## src/rtl/fir_pkg.sv

```systemverilog
// Shared types and helpers for the time-multiplexed FIR filter.
// Holds the FSM state type, accumulator sizing and output saturation.
package fir_pkg;

   typedef enum logic {IDLE, MAC} fir_state_t;

   function automatic int acc_width(input int dw, input int cw, input int nt);
      return dw + cw + $clog2(nt) + 1;
   endfunction

   // Returns {clamped, value}; value is the clamped input in 64-bit form.
   function automatic logic [64:0] sat(
      input logic signed [63:0] v,
      input int                 ow,
      input logic               sgn
   );
      logic signed [63:0] hi;
      logic signed [63:0] lo;
      if (sgn) begin
         hi = (64'sd1 <<< (ow - 1)) - 64'sd1;
         lo = -(64'sd1 <<< (ow - 1));
      end else begin
         hi = (64'sd1 <<< ow) - 64'sd1;
         lo = '0;
      end
      if (v > hi) return {1'b1, hi};
      if (v < lo) return {1'b1, lo};
      return {1'b0, v};
   endfunction

endpackage

```

## src/rtl/fir_filter_mac_coef_bank.sv

```systemverilog
// Coefficient register file for the FIR filter: reset-to-1 taps,
// a guarded write port with a drop pulse, and a combinational tap read.
module fir_coef_bank
   import fir_pkg::*;
#(
   parameter int N_TAPS = 8,
   parameter int COEF_W = 8,
   parameter int AW     = $clog2(N_TAPS)
) (
   input  logic              i_clk,
   input  logic              i_rst_n,
   input  logic              i_we,
   input  logic [AW-1:0]     i_addr,
   input  logic [COEF_W-1:0] i_data,
   input  logic              i_busy,
   input  logic [AW-1:0]     i_rd_addr,
   output logic [COEF_W-1:0] o_rd_data,
   output logic              o_drop
);

   logic [COEF_W-1:0] c_q [N_TAPS];
   logic [COEF_W-1:0] c_d [N_TAPS];
   logic              drop_q;
   logic              drop_d;
   logic              addr_ok;

   always_comb begin
      c_d     = c_q;
      addr_ok = {1'b0, i_addr} < (AW + 1)'(N_TAPS);
      drop_d  = i_we & (i_busy | ~addr_ok);
      if (i_we & ~i_busy & addr_ok) begin
         c_d[i_addr] = i_data;
      end
   end

   always_ff @(posedge i_clk or negedge i_rst_n) begin
      if (!i_rst_n) begin
         for (int i = 0; i < N_TAPS; i++) begin
            c_q[i] <= COEF_W'(1);
         end
         drop_q <= 1'b0;
      end else begin
         c_q    <= c_d;
         drop_q <= drop_d;
      end
   end

   assign o_rd_data = c_q[i_rd_addr];
   assign o_drop    = drop_q;

endmodule

```

## src/rtl/fir_filter_mac.sv

```systemverilog
// Time-multiplexed FIR filter: one multiply-accumulate per clock,
// valid/ready sample intake, runtime coefficients and saturated output.
module fir_filter_mac
   import fir_pkg::*;
#(
   parameter int DATA_W = 3,
   parameter int COEF_W = 8,
   parameter int N_TAPS = 8,
   parameter int OUT_W  = 12,
   parameter int SIGNED = 0
) (
   input  logic                      i_clk,
   input  logic                      i_rst_n,
   input  logic                      i_clear,
   input  logic [DATA_W-1:0]         i_x,
   input  logic                      i_valid,
   output logic                      o_ready,
   input  logic                      i_coef_we,
   input  logic [$clog2(N_TAPS)-1:0] i_coef_addr,
   input  logic [COEF_W-1:0]         i_coef_data,
   output logic                      o_coef_drop,
   output logic [OUT_W-1:0]          o_y,
   output logic                      o_valid,
   output logic                      o_sat
);

   localparam int KW    = $clog2(N_TAPS);
   localparam int ACC_W = acc_width(DATA_W, COEF_W, N_TAPS);
   localparam logic SGN = (SIGNED != 0);

   fir_state_t        state_q, state_d;
   logic [KW-1:0]     k_q, k_d;
   logic [ACC_W-1:0]  acc_q, acc_d;
   logic [DATA_W-1:0] x_q [N_TAPS];
   logic [DATA_W-1:0] x_d [N_TAPS];
   logic [OUT_W-1:0]  y_q, y_d;
   logic              sat_q, sat_d;
   logic              valid_q, valid_d;

   logic [COEF_W-1:0] c_k;
   logic [DATA_W-1:0] x_k;
   logic [ACC_W-1:0]  xe, ce, prod, sum;
   logic [63:0]       sum64;
   logic [64:0]       sat_r;

   fir_coef_bank #(
      .N_TAPS (N_TAPS),
      .COEF_W (COEF_W),
      .AW     (KW)
   ) u_coef (
      .i_clk     (i_clk),
      .i_rst_n   (i_rst_n),
      .i_we      (i_coef_we),
      .i_addr    (i_coef_addr),
      .i_data    (i_coef_data),
      .i_busy    (state_q == MAC),
      .i_rd_addr (k_q),
      .o_rd_data (c_k),
      .o_drop    (o_coef_drop)
   );

   // Operands are widened to ACC_W first so the truncated product is exact.
   always_comb begin
      x_k   = x_q[k_q];
      xe    = {{(ACC_W - DATA_W){SGN & x_k[DATA_W-1]}}, x_k};
      ce    = {{(ACC_W - COEF_W){SGN & c_k[COEF_W-1]}}, c_k};
      prod  = xe * ce;
      sum   = acc_q + prod;
      sum64 = {{(64 - ACC_W){SGN & sum[ACC_W-1]}}, sum};
      sat_r = sat(sum64, OUT_W, SGN);
   end

   always_comb begin
      state_d = state_q;
      k_d     = k_q;
      acc_d   = acc_q;
      x_d     = x_q;
      y_d     = y_q;
      sat_d   = sat_q;
      valid_d = 1'b0;
      if (i_clear) begin
         for (int i = 0; i < N_TAPS; i++) begin
            x_d[i] = '0;
         end
         acc_d   = '0;
         k_d     = '0;
         state_d = IDLE;
      end else begin
         unique case (state_q)
            IDLE: begin
               if (i_valid) begin
                  for (int i = N_TAPS - 1; i > 0; i--) begin
                     x_d[i] = x_q[i-1];
                  end
                  x_d[0]  = i_x;
                  acc_d   = '0;
                  k_d     = '0;
                  state_d = MAC;
               end
            end
            MAC: begin
               acc_d = sum;
               k_d   = k_q + KW'(1);
               if (k_q == KW'(N_TAPS - 1)) begin
                  y_d     = sat_r[OUT_W-1:0];
                  sat_d   = sat_r[64];
                  valid_d = 1'b1;
                  k_d     = '0;
                  state_d = IDLE;
               end
            end
            default: state_d = IDLE;
         endcase
      end
   end

   always_ff @(posedge i_clk or negedge i_rst_n) begin
      if (!i_rst_n) begin
         state_q <= IDLE;
         k_q     <= '0;
         acc_q   <= '0;
         for (int i = 0; i < N_TAPS; i++) begin
            x_q[i] <= '0;
         end
         y_q     <= '0;
         sat_q   <= 1'b0;
         valid_q <= 1'b0;
      end else begin
         state_q <= state_d;
         k_q     <= k_d;
         acc_q   <= acc_d;
         x_q     <= x_d;
         y_q     <= y_d;
         sat_q   <= sat_d;
         valid_q <= valid_d;
      end
   end

   assign o_ready = (state_q == IDLE);
   assign o_y     = y_q;
   assign o_valid = valid_q;
   assign o_sat   = sat_q;

endmodule
```

## config.mk

```make
export PLATFORM = sky130hd
export DESIGN_NAME = fir_filter_mac
export DESIGN_NICKNAME = d
export VERILOG_FILES = /design/src/rtl/fir_pkg.sv /design/src/rtl/fir_filter_mac_coef_bank.sv /design/src/rtl/fir_filter_mac.sv
export SDC_FILE = /design/constraint.sdc
export NUM_CORES = 1
export LEC_CHECK = 0
export CAP_MARGIN = 20
export CORE_ASPECT_RATIO = 0.7
export CORE_UTILIZATION = 45
export CTS_BUF_LIST = sky130_fd_sc_hd__clkbuf_8 sky130_fd_sc_hd__clkbuf_16
export DETAILED_ROUTE_END_ITERATION = 8
export DONT_BUFFER_PORTS = 1
export HOLD_SLACK_MARGIN = 0.08
export PLACE_DENSITY_LB_ADDON = 0.12
export SLEW_MARGIN = 10
export SYNTH_ARGS = -nofsm -noshare
export SYNTH_HDL_FRONTEND = slang
export SYNTH_SLANG_ARGS = --single-unit
```

## constraint.sdc

```tcl
create_clock -name i_clk -period 14.6 [get_ports i_clk]
set_input_delay 0.73 -clock i_clk [delete_from_list [all_inputs] [get_ports i_clk]]
set_output_delay 0.73 -clock i_clk [all_outputs]
set_load 0.02 [all_outputs]
```

# Yosys cells after proc, flatten, opt, wreduce, memory -nomap -nowiden
# Cells that the tools add are included.
totals:
  reg_bits: 122
  latch_bits: 0
  ramBits: 0
  romBits: 0
  input_bits: 19
  out_inout_bits: 16
  wordCells: 77
  n_memories: 0
classes:
  n_addsub: 2
  multipliers: 1
  n_div: 0
  magnitude_cmp: 5
  n_eq_ne: 3
  shifts: 0
  mux: 33
  bitwise: 6
  n_reduce_logical: 4
op_table:
  columns: ["op", "n"]
  rows:
  - ["$mux W65", 4]
  - ["$mux W24", 3]
  - ["$bwmux W64", 1]
  - ["$mux W15", 2]
  - ["$pmux W15 S2", 1]
  - ["$bmux W8 S3", 1]
  - ["$demux W8 S3", 1]
  - ["$mux W8", 3]
  - ["$add A15 B11 Y15", 1]
  - ["$gt A15 B12 Y1 const B", 1]
  - ["$lt A15 B1 Y1 const B", 1]
  - ["$mux W3", 5]
  - ["$mul A3 B8 Y11", 1]
  - ["$bmux W3 S3", 1]
  - ["$mux W1", 9]
  - ["$ge A4 B4 Y1 const B", 2]
  - ["$not A3 Y4", 2]
  - ["$pmux W3 S2", 1]
  - ["$lt A4 B1 Y1 const B", 1]
  - ["$add A3 B1 Y3 const B", 1]
  - ["$eq A3 B3 Y1 const B", 1]
  - ["$ne A3 B3 Y1 const B", 1]
  - ["$reduce_and A3 Y1", 1]
  - ["$and A1 B1 Y1", 2]
  - ["other kinds (6)", 7]

# Logic depth before layout (Yosys ltp)
# Gate-level depths: netlist (run 1).
logic_depth:
  ltp_word: 11
  mapped_depth: 19
  depth_no_buf: 14

# Modules after synthesis
# A second synthesis (run 1) with hierarchy kept.
hier_totals:
  cells_unflattened: 551
  hier_area_um2: 6681.4
by_module_without_submodules:
  columns: ["module", "n_inst", "cells_per_inst", "area_each_um2", "seq_area_each_um2"]
  rows:
  - ["fir_filter_mac", 1, 376, 3624.7, 1426.4]
  - ["fir_coef_bank", 1, 175, 3056.7, 1636.6]

# Worst setup path before layout (run 1)
# OpenSTA, ideal clock, no wires.
synth_timing:
  kind: "reg-to-reg"
  startpoint: "register k_q[0]"
  endpoint: "register sat_q (netlist: o_sat)"
  setup_time_ns: 0.131
  t_arrival_ns: 5.045
  t_required_ns: 14.469
  path_slack_ns: 9.425
  stages_incl_launch_ff: 19
  n_path_buf: 4
  period_less_slack_ns: 5.175
  cell_sequence: "dfrtp_1 -> buf_2 -> buf_2 -> buf_2 -> mux4_2 -> mux2i_1 -> nor2_1 -> fa_1 -> inv_1 -> fa_1 -> inv_1 -> ha_1 -> a21o_4 -> a221o_2 -> a211oi_4 -> o21bai_2 -> a2111oi_4 -> buf_6 -> a21oi_2"
synth_via:
  elab_chain_len: 11
  elab_cells_between_ends: 19
  cone_classes: "add/sub: 1; mul: 1; order compare: 2; eq/ne: 1; mux: 12; bitwise: 1; reduce/logical: 1"
synth_lines:
  columns: ["item", "line_no", "source"]
  rows:
  - ["from (decl)", "fir_filter_mac.sv:32", "logic [KW-1:0] k_q, k_d;"]
  - ["from (signal assigned)", "fir_filter_mac.sv:130", "k_q <= k_d;"]
  - ["$not A3 Y4 (not written as such)", "fir_filter_mac_coef_bank.sv:48, fir_filter_mac.sv:64", null]
  - ["$bmux W3 S3 or $bmux W8 S3 (tied branches)", "fir_filter_mac.sv:64, fir_filter_mac_coef_bank.sv:48", null]
  - ["$mux W3 (not written as such) or $mux W8 (tied branches) (2 in a row)", "fir_filter_mac.sv:64, fir_filter_mac_coef_bank.sv:48", null]
  - ["$mul A3 B8 Y11", "fir_filter_mac.sv:67", "prod = xe * ce;"]
  - ["$add A15 B11 Y15", "fir_filter_mac.sv:68", "sum = acc_q + prod;"]
  - ["$lt A15 B1 Y1", "fir_pkg.sv:27", "if (v < lo) return {1'b1, lo};"]
  - ["$mux W1 (2 in a row)", "fir_pkg.sv:27", null]
  - ["$mux W65", "fir_pkg.sv:28", "return {1'b0, v};"]
  - ["$mux W65", "fir_pkg.sv:27", null]
  - ["to (signal assigned)", "fir_filter_mac.sv:134", "sat_q <= sat_d;"]
  - ["to (decl)", "fir_filter_mac.sv:37", "logic sat_q, sat_d;"]
# Parallel ways exist; a longest one is shown, timed or not. The select of a mux whose other input is x is not followed.
# A chain may end at the register's enable or synchronous reset.

# Worst setup path after layout (run 1)
layout_timing:
  startpoint: "register k_q[1]"
  endpoint: "register y_q[11] (netlist: o_y[11])"
layout_via:
  elab_chain_len: 11
  elab_cells_between_ends: 19
  cone_classes: "add/sub: 1; mul: 1; order compare: 2; eq/ne: 1; mux: 12; bitwise: 1; reduce/logical: 1"
layout_lines:
  columns: ["item", "line_no", "source"]
  rows:
  - ["$not A3 Y4 (not written as such)", "fir_filter_mac_coef_bank.sv:48, fir_filter_mac.sv:64", null]
  - ["$bmux W3 S3 or $bmux W8 S3 (tied branches)", "fir_filter_mac.sv:64, fir_filter_mac_coef_bank.sv:48", null]
  - ["$mux W3 (not written as such) or $mux W8 (tied branches) (2 in a row)", "fir_filter_mac.sv:64, fir_filter_mac_coef_bank.sv:48", null]
  - ["$mul A3 B8 Y11", "fir_filter_mac.sv:67", null]
  - ["$add A15 B11 Y15", "fir_filter_mac.sv:68", null]
  - ["$lt A15 B1 Y1", "fir_pkg.sv:27", null]
  - ["$mux W1 (2 in a row)", "fir_pkg.sv:27", null]
  - ["$mux W65", "fir_pkg.sv:28", null]
  - ["$mux W65", "fir_pkg.sv:27", null]
  - ["to (signal assigned)", "fir_filter_mac.sv:133", "y_q <= y_d;"]
  - ["to (decl)", "fir_filter_mac.sv:36", "logic [OUT_W-1:0] y_q, y_d;"]
# Parallel ways exist; a longest one is shown, timed or not. The select of a mux whose other input is x is not followed.

==> results by group, run 1 <==
Timing
  • Setup TNS: 0 ns
  • Final Max Slew Viols: 0
  • Min Clock Period, post-route: 6.18 ns
  • Worst Tran Pin Value: 1.10 ns
  • Endpoints failing setup: 0
  • RSZ-0062 raised after global routing: false
  • Final Cycle Share: 42.3%
  • Max Clock Skew: 0.00820 ns
  • Final Hold Viols: 0
  • Slew headroom: 26.9%
  • Final worst setup slack: 8.42 ns
  • F_max: 0.162 GHz

Clock network
  • CTS max path bufs: 2
  • Post-CTS sizing: 0
  • Total CTS buffers: 17
  • Skew-Pair Late Insertion Delay: 0.42 ns
  • CTS tree: built
  • Clk sinks: 122
  • Clk slew on worst S/H paths: 0.06 ns
  • Setup bufs post-CTS: 0
  • Root buf cell: clkbuf_16
  • CTS H-Tree Depth: 4
  • Post-CTS Hold Buffers: 1

Global routing
  • First-pass GRT wire length: 24000 um
  • Largest net degree at the start of global routing: 115
  • Vias in the first global route: 4370
  • GRT Overall Usage: 21.6%
  • Remaining global-route overflow: 0
  • Initial antenna violation count: 0

Layout
  • Share of cells above drive strength 1: 27.3%
  • Filler Cell Count: 1239
  • # diodes: 0
  • Final #Nets: 604
  • Area growth from synthesis to layout: 12.3%
  • Final Instance Count excl. Fillers: 757

Worst setup path
  • Worst Path Required: 14.86 ns
  • CP Launch Type: flip-flop
  • Crit Path Max Fanout: 24
  • Setup CP Type: reg -> reg
  • Worst Reg-to-Reg Cells: 13
  • Arr. time, crit path: 6.44 ns
  • CP Capture Type: flip-flop

Power
  • PD cells: 135 nW/um^2
  • Psw: 0.252 mW
  • Net Sw Frac: 25.7%
  • Sequential power share: 42.5%
  • Power share of the clock group: 43.1%
  • Leakage power: 3.11 nW
  • Internal: 0.726 mW
  • Comb pwr share: 14.4%
  • Worst vdd ir: 0.0731 mV

Detailed routing
  • TritonRoute pass-1 iters: 5
  • Final ANT Viol Nets: 0
  • Drt drc: 0
  • Final wirelength: 14100 um
  • DR vias/cell: 5.51
  • Per-cell routed wire length: 18.6 um
  • Via count: 4170
  • Violation count after the first detailed-route iteration: 297

Placement
  • Cells after DPL: 723
  • GP Congestion: 0.825
  • PortBufs: 0
  • DP Wirelength: 9320 um
  • Pre-CTS WS: 8.46 ns

Floorplan
  • Core Box Area: 14000 sq um
  • IO Pins: 35
  • Initial core utilization: 46.3%
  • Die X: 145 um
  • Die Y: 102 um
  • DIE AREA: 14900 sq um
  • FP Rows: 36

Outcome
  • Outcome: completed

Synthesis
  • Post-synth ARST share: 100%
  • Synth top area cells: dfrtp_1 (44%), mux2_2 (11%), mux4_2 (7.7%), fa_1 (4.6%), nand2_1 (3.8%)
  • Top FF cell, synth: dfrtp_1
  • Gate Count Post-Synth: 554
  • Top cells by count, synth: dfrtp_1 (114), nand2_1 (65), mux2_2 (64)
  • Yosys top cell by area: dfrtp_1
  • Syn nets: 604
  • Yosys top cell area share: 44.1%
  • Top-count cell post-synth: dfrtp_1
  • Post-synthesis sequential area ratio: 47.4%
  • Post-synthesis cell area: 6470 sq um
  • Seq cells post-synth: 122
  • Synth Area per Inst: 11.7 sq um
  • Syn. warnings: 0
  • Number of synthesized flops with an enable pin: 0
  • Synth cell types: 48

Min path
  • HP Class: in -> async

Flow run
  • Max_cap viols: 0
## area by class of cell
cell class / count / area [sq um] / area share [%]
Multi-Input combinational cell: 366 / 3150 / 43.4
Timing Repair Buffer: 5 / 57.6 / 0.792
Sequential cell: 122 / 3060 / 42.2
Inverter: 42 / 158 / 2.17
Clock inverter: 13 / 144 / 1.98
Clock buffer: 19 / 453 / 6.23
Tap cell: 190 / 238 / 3.27
## stage by stage
step                instance area, sq um  power (mW)  hold WS [ns]  utilization (%)
floorplan                           6470       0.525         0.434                -
global placement                    6630       0.550         0.439             47.5
detailed placement                  6630       0.556         0.438             47.5
CTS                                 7260       0.988         0.130             52.0
global route                        7270        1.03         0.131             52.0
finish                              7270       0.978         0.159             52.0
## critical path, cell delays in order, from the launching register on
cell,delay [ns]
dfrtp_1,1.07
mux4_2,0.41
mux2i_1,0.68
or2_2,0.26
fa_1,0.47
fa_1,0.53
inv_1,0.07
fa_1,0.46
a21oi_1,0.28
o21ai_1,0.19
a211oi_4,0.35
o21bai_2,0.14
a2111oi_4,0.91
a31oi_1,0.20
## cells in the final DEF, fill, tap and decap left out, types with 12 or more instances in the layout
| cell type | netlist | final |
|---|---|---|
| a21oi_1 | 33 | 33 |
| a22o_1 | 12 | 12 |
| clkbuf_16 | 0 | 17 |
| nor2_1 | 45 | 45 |
| inv_1 | 42 | 42 |
| ha_1 | 16 | 16 |
| fa_1 | 15 | 15 |
| mux4_2 | 22 | 22 |
| dfrtp_1 | 114 | 114 |
| mux2_2 | 64 | 64 |
| nand2_1 | 65 | 65 |
## per-layer routing
| metal | GRT usage (%) | routed length [um] | up-vias |
|---|---|---|---|
| li1 | - | - | 1929 |
| met1 | 31.4 | 7140 | 2133 |
| met2 | 31.6 | 6080 | 97 |
| met3 | 5.49 | 720 | 11 |
| met4 | 7.53 | 114 | 0 |
| met5 | 0 | 0 | - |
## path summary, 6_finish.rpt
check,start,to,slack (ns)
max,k_q[1]$_DFFE_PN0P_,o_y[11]$_DFFE_PN0P_,8.42
min,i_rst_n,u_coef.c_q[0]$_DFFE_PN1P_,0.16
max reg2reg,k_q[1]$_DFFE_PN0P_,o_y[11]$_DFFE_PN0P_,8.42
min reg2reg,acc_q[8]$_DFFE_PN0P_,acc_q[8]$_DFFE_PN0P_,0.48
max in group asynchronous,i_rst_n,u_coef.c_q[44]$_DFFE_PN0P_,13.89
min in group i_clk,i_clear,x_q[14]$_DFFE_PN0P_,0.37
## sequential cells by signal, indices dropped and copies added (netlist names)
name / flops
o_y: 12
k_q: 3
acc_q: 15
u_coef.c_q: 64
o_valid: 1
state_q: 1
x_q: 24
o_sat: 1
u_coef.o_drop: 1
## cell families after synthesis
kind of cell               count (synthesis)  share of synthesized area, %
DFF                                      122                          47.4
AOI/OAI and AO/OA                         83                          9.27
buffers and inverters                     66                          4.12
adders and majority gates                 31                          7.74
and+or+nand+nor                          146                          9.79
xor gates and xnor gates                   9                          1.22
muxes                                     97                          20.5
## power groups by stage
stage	sequential (mW)	combinational, mW	clock, mW
after floorplan	0.411	0.115	0
after global placement	0.419	0.131	0
after detailed placement	0.421	0.135	0
after CTS	0.415	0.143	0.431
after global routing	0.423	0.158	0.446
final	0.416	0.140	0.422
(Power assumes the default switching activity.)
==> run 2, diff against run 1 <==
- clock period: 14.6 -> 5 ns (I/O delays scaled with it)
==> results by group, run 2 (synthesis results as in run 1) <==
Floorplan
  • DIE AREA: 14900 sq um (unchanged)
  • Die X: 145 um (unchanged)
  • FP Rows: 36 (unchanged)
  • IO Pins: 35 (unchanged)
  • Core Box Area: 14000 sq um (unchanged)
  • Die Y: 102 um (unchanged)
  • Initial core utilization: 46.3% (unchanged)

Timing
  • Setup TNS: 0 ns (unchanged)
  • Final worst setup slack: 0.249 ns (was 8.42 ns)
  • Final Hold Viols: 0 (unchanged)
  • Max Clock Skew: 0.00727 ns (was 0.00820 ns)
  • Final Cycle Share: 95.0% (was 42.3%)
  • RSZ-0062 raised after global routing: false (unchanged)
  • Final Max Slew Viols: 0 (unchanged)
  • Min Clock Period, post-route: 4.75 ns (was 6.18 ns)
  • Worst Tran Pin Value: 0.949 ns (was 1.10 ns)
  • Worst hold slack: 0.215 ns (was 0.159 ns)
  • Endpoints failing setup: 0 (unchanged)
  • F_max: 0.210 GHz (was 0.162 GHz)
  • Slew headroom: 36.5% (was 26.9%)

Clock network
  • Clk sinks: 122 (unchanged)
  • CTS H-Tree Depth: 4 (unchanged)
  • CTS tree: built (unchanged)
  • Setup bufs post-CTS: 0 (unchanged)
  • Clk slew on worst S/H paths: 0.06 ns (about the same)
  • Total CTS buffers: 17 (unchanged)
  • Root buf cell: clkbuf_16 (unchanged)
  • CTS max path bufs: 2 (unchanged)
  • Skew-Pair Late Insertion Delay: 0.42 ns (about the same)

Layout
  • Final Instance Count excl. Fillers: 787 (was 757)
  • Max reg flops: 64 (unchanged)
  • Cell area after layout: 7580 sq um (was 7270 sq um)
  • Final #Nets: 633 (was 604)
  • Final Core Density: 54.3% (was 52.0%)
  • Area growth from synthesis to layout: 17.2% (was 12.3%)
  • Biggest regs: u_coef.c_q x64, x_q x24, acc_q x15 (unchanged)
  • Share of cells above drive strength 1: 29.9% (was 27.3%)
  • Largest reg by FF count: u_coef.c_q (unchanged)
  • Most frequent cells in the layout: dfrtp_1 (114), nand2_1 (64), mux2_2 (64) (was dfrtp_1 (114), nand2_1 (65), mux2_2 (64))
  • Commonest non-fill, non-tap cell in the layout: dfrtp_1 (unchanged)

Power
  • Leakage power: 3.27 nW (was 3.11 nW)
  • Worst vdd ir: 0.228 mV (was 0.0731 mV)
  • Total power: 2.87 mW (was 0.978 mW)
  • PD cells: 379 nW/um^2 (was 135 nW/um^2)

Global routing
  • GRT Overall Usage: 21.3% (was 21.6%)
  • First-pass GRT wire length: 23800 um (was 24000 um)
  • Initial antenna violation count: 1 (was 0)
  • Vias in the first global route: 4413 (was 4370)
  • Largest net degree at the start of global routing: 123 (was 115)
  • Remaining global-route overflow: 0 (unchanged)

Placement
  • Pre-CTS WS: 0.112 ns (was 8.46 ns)
  • GP Congestion: 0.793 (was 0.825)
  • DP Wirelength: 9450 um (was 9320 um)
  • Cells after DPL: 739 (was 723)
  • Area after DPL: 6780 sq um (was 6630 sq um)
  • PortBufs: 0 (unchanged)

Worst setup path
  • Setup CP Type: reg -> reg (unchanged)
  • Worst Path Required: 5.28 ns (was 14.86 ns)
  • Arr. time, crit path: 5.03 ns (was 6.44 ns)
  • Crit Path Max Fanout: 19 (was 24)
  • Crit path largest cell delay: 0.54 ns (was 1.07 ns)
  • CP Launch Type: flip-flop (unchanged)
  • Slowest-stage cell, CP: mux4_2 (was dfrtp_1)
  • CP Capture Type: flip-flop (unchanged)
  • Flop-to-flop setup slack: 0.25 ns (was 8.42 ns)
  • R2r endpoint: o_y[10]$_DFFE_PN0P_ (was o_y[11]$_DFFE_PN0P_)
  • Worst Reg-to-Reg Cells: 15 (was 13)
  • Most used cell, CP: fa_1 (unchanged)
  • Cell Chain, Critical Path: buf_12 -> mux4_2 -> mux2i_1 -> or2_2 -> fa_1 -> fa_1 -> inv_1 -> fa_1 -> a21oi_2 -> o21ai_4 -> a211oi_4 -> o21bai_2 -> a2111oi_4 -> buf_12 -> a31oi_1 (was mux4_2 -> mux2i_1 -> or2_2 -> fa_1 -> fa_1 -> inv_1 -> fa_1 -> a21oi_1 -> o21ai_1 -> a211oi_4 -> o21bai_2 -> a2111oi_4 -> a31oi_1)
  • RR Startpoint: k_q[0]$_DFFE_PN0P_ (was k_q[1]$_DFFE_PN0P_)

Flow run
  • Max_cap viols: 0 (unchanged)

Detailed routing
  • Drt drc: 0 (unchanged)
  • Via count: 4237 (was 4170)
  • Final wirelength: 14000 um (was 14100 um)
  • TritonRoute pass-1 iters: 5 (unchanged)
  • DR vias/cell: 5.38 (was 5.51)
  • Final ANT Viol Nets: 0 (unchanged)
  • Per-cell routed wire length: 17.8 um (was 18.6 um)
  • Violation count after the first detailed-route iteration: 198 (was 297)

Min path
  • Hold EP: u_coef.c_q[15]$_DFFE_PN0P_
  • Hold Startpoint: i_coef_addr[0]
  • HP Class: in -> reg (was in -> async)
  • WHS Path Cells: 2

Outcome
  • Outcome: completed (unchanged)
run 2: changes by cell type in the layout (fill, tap and decap cells not counted), sizes merged:
| cell | change |
|---|---|
| buf | +15 |
| dlygate4sd3 | +14 |
| clkinv | +2 |
| clkinvlp | -2 |
| diode | +1 |
run 2: power by group:
part / total, mW / switching (mW) / leakage, nW / internal (mW)
combinational: 0.464 / 0.216 / 1.42 / 0.248
clock: 1.19 / 0.442 / 0.279 / 0.752
sequential: 1.21 / 0.0730 / 1.57 / 1.14
total: 2.87 / 0.731 / 3.27 / 2.14
run 2: worst max-delay path by stage:
stage                       start                  end  slack, ns  cells after the start
6_report       k_q[0]$_DFFE_PN0P_  o_y[10]$_DFFE_PN0P_       0.25                     15
5_1_grt        k_q[0]$_DFFE_PN0P_  o_y[10]$_DFFE_PN0P_       0.01                     18
4_1_cts        k_q[0]$_DFFE_PN0P_  o_y[10]$_DFFE_PN0P_       0.09                     16
3_5_place_dp   k_q[0]$_DFFE_PN0P_  o_y[10]$_DFFE_PN0P_       0.11                     16
3_3_place_gp   k_q[0]$_DFFE_PN0P_  o_y[11]$_DFFE_PN0P_       0.16                     16
2_1_floorplan  k_q[0]$_DFFE_PN0P_    o_sat$_DFFE_PN0P_      0.006                     18
run 2: what timing repair did:
item	4_1_cts	5_1_grt
resized for setup	0	12
hold buffers	15	0
endpoints found under the hold margin	212	0
setup endpoints to repair	0	14
run 2: cell type report:
class	count	area (sq um)
Clock inverter	13	129
Tap cell	190	238
Timing Repair Buffer	34	335
Sequential cell	122	3060
Inverter	42	158
Antenna cell	1	2.50
Clock buffer	19	453
Fill cell	1204	6380
Multi-Input combinational cell	366	3200
run 2: routing by layer:
| layer | vias to the layer above | share of wire (%) | global-route usage (%) |
|---|---|---|---|
| met5 | - | 0 | 0 |
| li1 | 1993 | - | - |
| met1 | 2136 | 52 | 31.3 |
| met3 | 23 | 4.4 | 5.45 |
| met2 | 85 | 41 | 30.0 |
| met4 | 0 | 2.1 | 8.50 |
run 2: critical path: cells and delay by family, from the launching register on:
kind,cells,cell delay (ns)
AND/OR/NAND/NOR,1,0.19
multiplexers,2,0.84
AO/OA/AOI/OAI,6,1.24
buffers and inverters,3,0.48
flip-flops,1,0.39
adder cells (fa/ha/maj),3,1.46
==> run 3, diff against run 2 <==
- BUFFER_PORTS_ARGS: not set -> -buffer_cell sky130_fd_sc_hd__buf_4
- DONT_BUFFER_PORTS: 1 -> not set
==> results by group, run 3 (synthesis results as in run 1) <==
Placement
  • Pre-CTS WS: 0.124 ns (was 0.112 ns)
  • Area after DPL: 7060 sq um (was 6780 sq um)
  • DP Wirelength: 9660 um (was 9450 um)
  • PortBufs: 34 (was 0)
  • GP Congestion: 0.809 (was 0.793)

Min path
  • HP Class: in -> reg (unchanged)
  • WHS Path Cells: 2 (unchanged)
  • Hold Startpoint: i_coef_we (was i_coef_addr[0])
  • Hold EP: u_coef.o_drop$_DFF_PN0_ (was u_coef.c_q[15]$_DFFE_PN0P_)

Power
  • PD cells: 380 nW/um^2 (was 379 nW/um^2)
  • Worst vdd ir: 0.206 mV (was 0.228 mV)
  • Leakage power: 3.47 nW (was 3.27 nW)

Clock network
  • CTS H-Tree Depth: 4 (unchanged)
  • Clk sinks: 122 (unchanged)
  • Skew-Pair Late Insertion Delay: 0.42 ns (about the same)
  • Clk slew on worst S/H paths: 0.06 ns (about the same)
  • CTS max path bufs: 2 (unchanged)
  • Total CTS buffers: 17 (unchanged)
  • CTS tree: built (unchanged)
  • Root buf cell: clkbuf_16 (unchanged)

Floorplan
  • FP Rows: 36 (unchanged)
  • Initial core utilization: 46.3% (unchanged)
  • Die X: 145 um (unchanged)
  • IO Pins: 35 (unchanged)
  • Core Box Area: 14000 sq um (unchanged)
  • DIE AREA: 14900 sq um (unchanged)
  • Die Y: 102 um (unchanged)

Layout
  • Commonest non-fill, non-tap cell in the layout: dfrtp_1 (unchanged)
  • Area growth from synthesis to layout: 22.7% (was 17.2%)
  • Area of the multi-input gates: 3250 sq um (was 3200 sq um)
  • Max reg flops: 64 (unchanged)
  • Biggest regs: u_coef.c_q x64, x_q x24, acc_q x15 (unchanged)
  • Largest reg by FF count: u_coef.c_q (unchanged)
  • Share of cells above drive strength 1: 35.8% (was 29.9%)
  • Storage cell area: 3060 sq um (about the same)
  • Most frequent cells in the layout: dfrtp_1 (113), nand2_1 (64), mux2_2 (64) (was dfrtp_1 (114), nand2_1 (64), mux2_2 (64))
  • Final Core Density: 56.8% (was 54.3%)
  • Final #Nets: 665 (was 633)
  • # diodes: 0 (was 1)
  • Cell area after layout: 7930 sq um (was 7580 sq um)
  • Filler Cell Count: 1168 (was 1204)

Timing
  • Final Hold Viols: 0 (unchanged)
  • Max Clock Skew: 0.0104 ns (was 0.00727 ns)
  • Worst Tran Pin Value: 1.09 ns (was 0.949 ns)
  • F_max: 0.209 GHz (was 0.210 GHz)
  • RSZ-0062 raised after global routing: false (unchanged)
  • Slew headroom: 27.3% (was 36.5%)
  • Final Max Slew Viols: 0 (unchanged)
  • Final worst setup slack: 0.215 ns (was 0.249 ns)
  • Endpoints failing setup: 0 (unchanged)
  • Final Cycle Share: 95.7% (was 95.0%)
  • Setup TNS: 0 ns (unchanged)
  • Min Clock Period, post-route: 4.79 ns (was 4.75 ns)

Detailed routing
  • Violation count after the first detailed-route iteration: 233 (was 198)
  • TritonRoute pass-1 iters: 4 (was 5)
  • Per-cell routed wire length: 17.8 um (about the same)
  • Final ANT Viol Nets: 0 (unchanged)
  • Via count: 4414 (was 4237)
  • Drt drc: 0 (unchanged)
  • Final wirelength: 14600 um (was 14000 um)
  • DR vias/cell: 5.40 (was 5.38)

Global routing
  • Vias in the first global route: 4568 (was 4413)
  • Initial antenna violation count: 0 (was 1)
  • Met2 usage in global routing: 32.4% (was 30.0%)
  • Largest net degree at the start of global routing: 65 (was 123)
  • First-pass GRT wire length: 24100 um (was 23800 um)
  • Met1 Track Usage GR: 30.6% (was 31.3%)
  • GR peak layer: met2 (was met1)
  • GRT Overall Usage: 21.3% (about the same)
  • Met3 GRT Util: 4.73% (was 5.45%)
  • Remaining global-route overflow: 0 (unchanged)

Worst setup path
  • Arr. time, crit path: 5.06 ns (was 5.03 ns)
  • Setup CP Type: reg -> reg (unchanged)
  • Worst Reg-to-Reg Cells: 17 (was 15)
  • RR Startpoint: k_q[0]$_DFFE_PN0P_ (unchanged)
  • CP Launch Type: flip-flop (unchanged)
  • Flop-to-flop setup slack: 0.21 ns (was 0.25 ns)
  • Worst Path Required: 5.28 ns (about the same)
  • Crit Path Max Fanout: 7 (was 19)
  • CP Capture Type: flip-flop (unchanged)
  • R2r endpoint: o_y[8]$_DFFE_PN0P_ (was o_y[10]$_DFFE_PN0P_)

Flow run
  • Max_cap viols: 0 (unchanged)

Outcome
  • Outcome: completed (unchanged)
[run 3: cell count changes in the layout (fill, tap and decap cells not counted), sizes merged]
| cell | change |
|---|---|
| clkinvlp | -2 |
| inv | +1 |
| dlygate4sd3 | -10 |
| bufinv | +1 |
| diode | -1 |
| buf | +40 |
| clkinv | -1 |
| clkbuf | +3 |
[run 3: critical path, stage by stage, from the launching register on]
cell and delay [ns]:
dfrtp_2 0.45, clkbuf_16 0.19, mux4_2 0.50, mux2i_1 0.19, buf_4 0.17, or2_2 0.11
fa_1 0.44, fa_1 0.52, inv_1 0.07, fa_1 0.47, a21oi_2 0.24, o21ai_2 0.12
a211oi_4 0.28, o21bai_2 0.13, a2111oi_4 0.35, buf_4 0.21, buf_12 0.13, a31oi_1 0.08
[run 3: stage by stage]
step                      power [mW]  hold slack (ns)  cells
after floorplan                 1.53          -0.0456    554
after global placement          1.67            0.398    775
after detailed placement        1.69            0.410    775
after CTS                       3.00            0.112    811
after global routing            3.15            0.124    818
final                           3.01            0.123    818
[run 3: report_power, final]
| group | switching (mW) | internal [mW] |
|---|---|---|
| Combinational | 0.233 | 0.272 |
| Sequential | 0.0727 | 1.14 |
| Clock | 0.467 | 0.829 |
[run 3: repair_timing]
item	in CTS	in global routing
hold buffers	4	0
setup endpoints to repair	0	13
setup buffers	0	5
resized for setup	0	23
endpoints found under the hold margin	66	0
[run 3: how the worst max path moves through the flow]
stage,start,end,cells after the start
2_1_floorplan,k_q[0]$_DFFE_PN0P_,o_sat$_DFFE_PN0P_,18
5_1_grt,k_q[0]$_DFFE_PN0P_,o_y[8]$_DFFE_PN0P_,19
3_3_place_gp,k_q[0]$_DFFE_PN0P_,o_y[10]$_DFFE_PN0P_,16
4_1_cts,k_q[0]$_DFFE_PN0P_,o_y[8]$_DFFE_PN0P_,16
3_5_place_dp,k_q[0]$_DFFE_PN0P_,o_y[10]$_DFFE_PN0P_,16
6_report,k_q[0]$_DFFE_PN0P_,o_y[8]$_DFFE_PN0P_,17
[run 3: layout make-up]
| cell class | instances | area share (%) |
|---|---|---|
| clock buffers | 20 | 5.88 |
| flip-flops and latches | 122 | 38.6 |
| clock inverters | 12 | 2.03 |
| multi-input cells | 366 | 40.9 |
| inverters | 42 | 1.99 |
| well taps | 190 | 3.00 |
| repair buffers | 66 | 7.54 |
[run 3: metal layers]
layer  vias up  routed length [um]
met5         -                   0
met4         0                 146
met3        16                 619
met2        75                6410
met1      2271                7380
li1       2052                   -
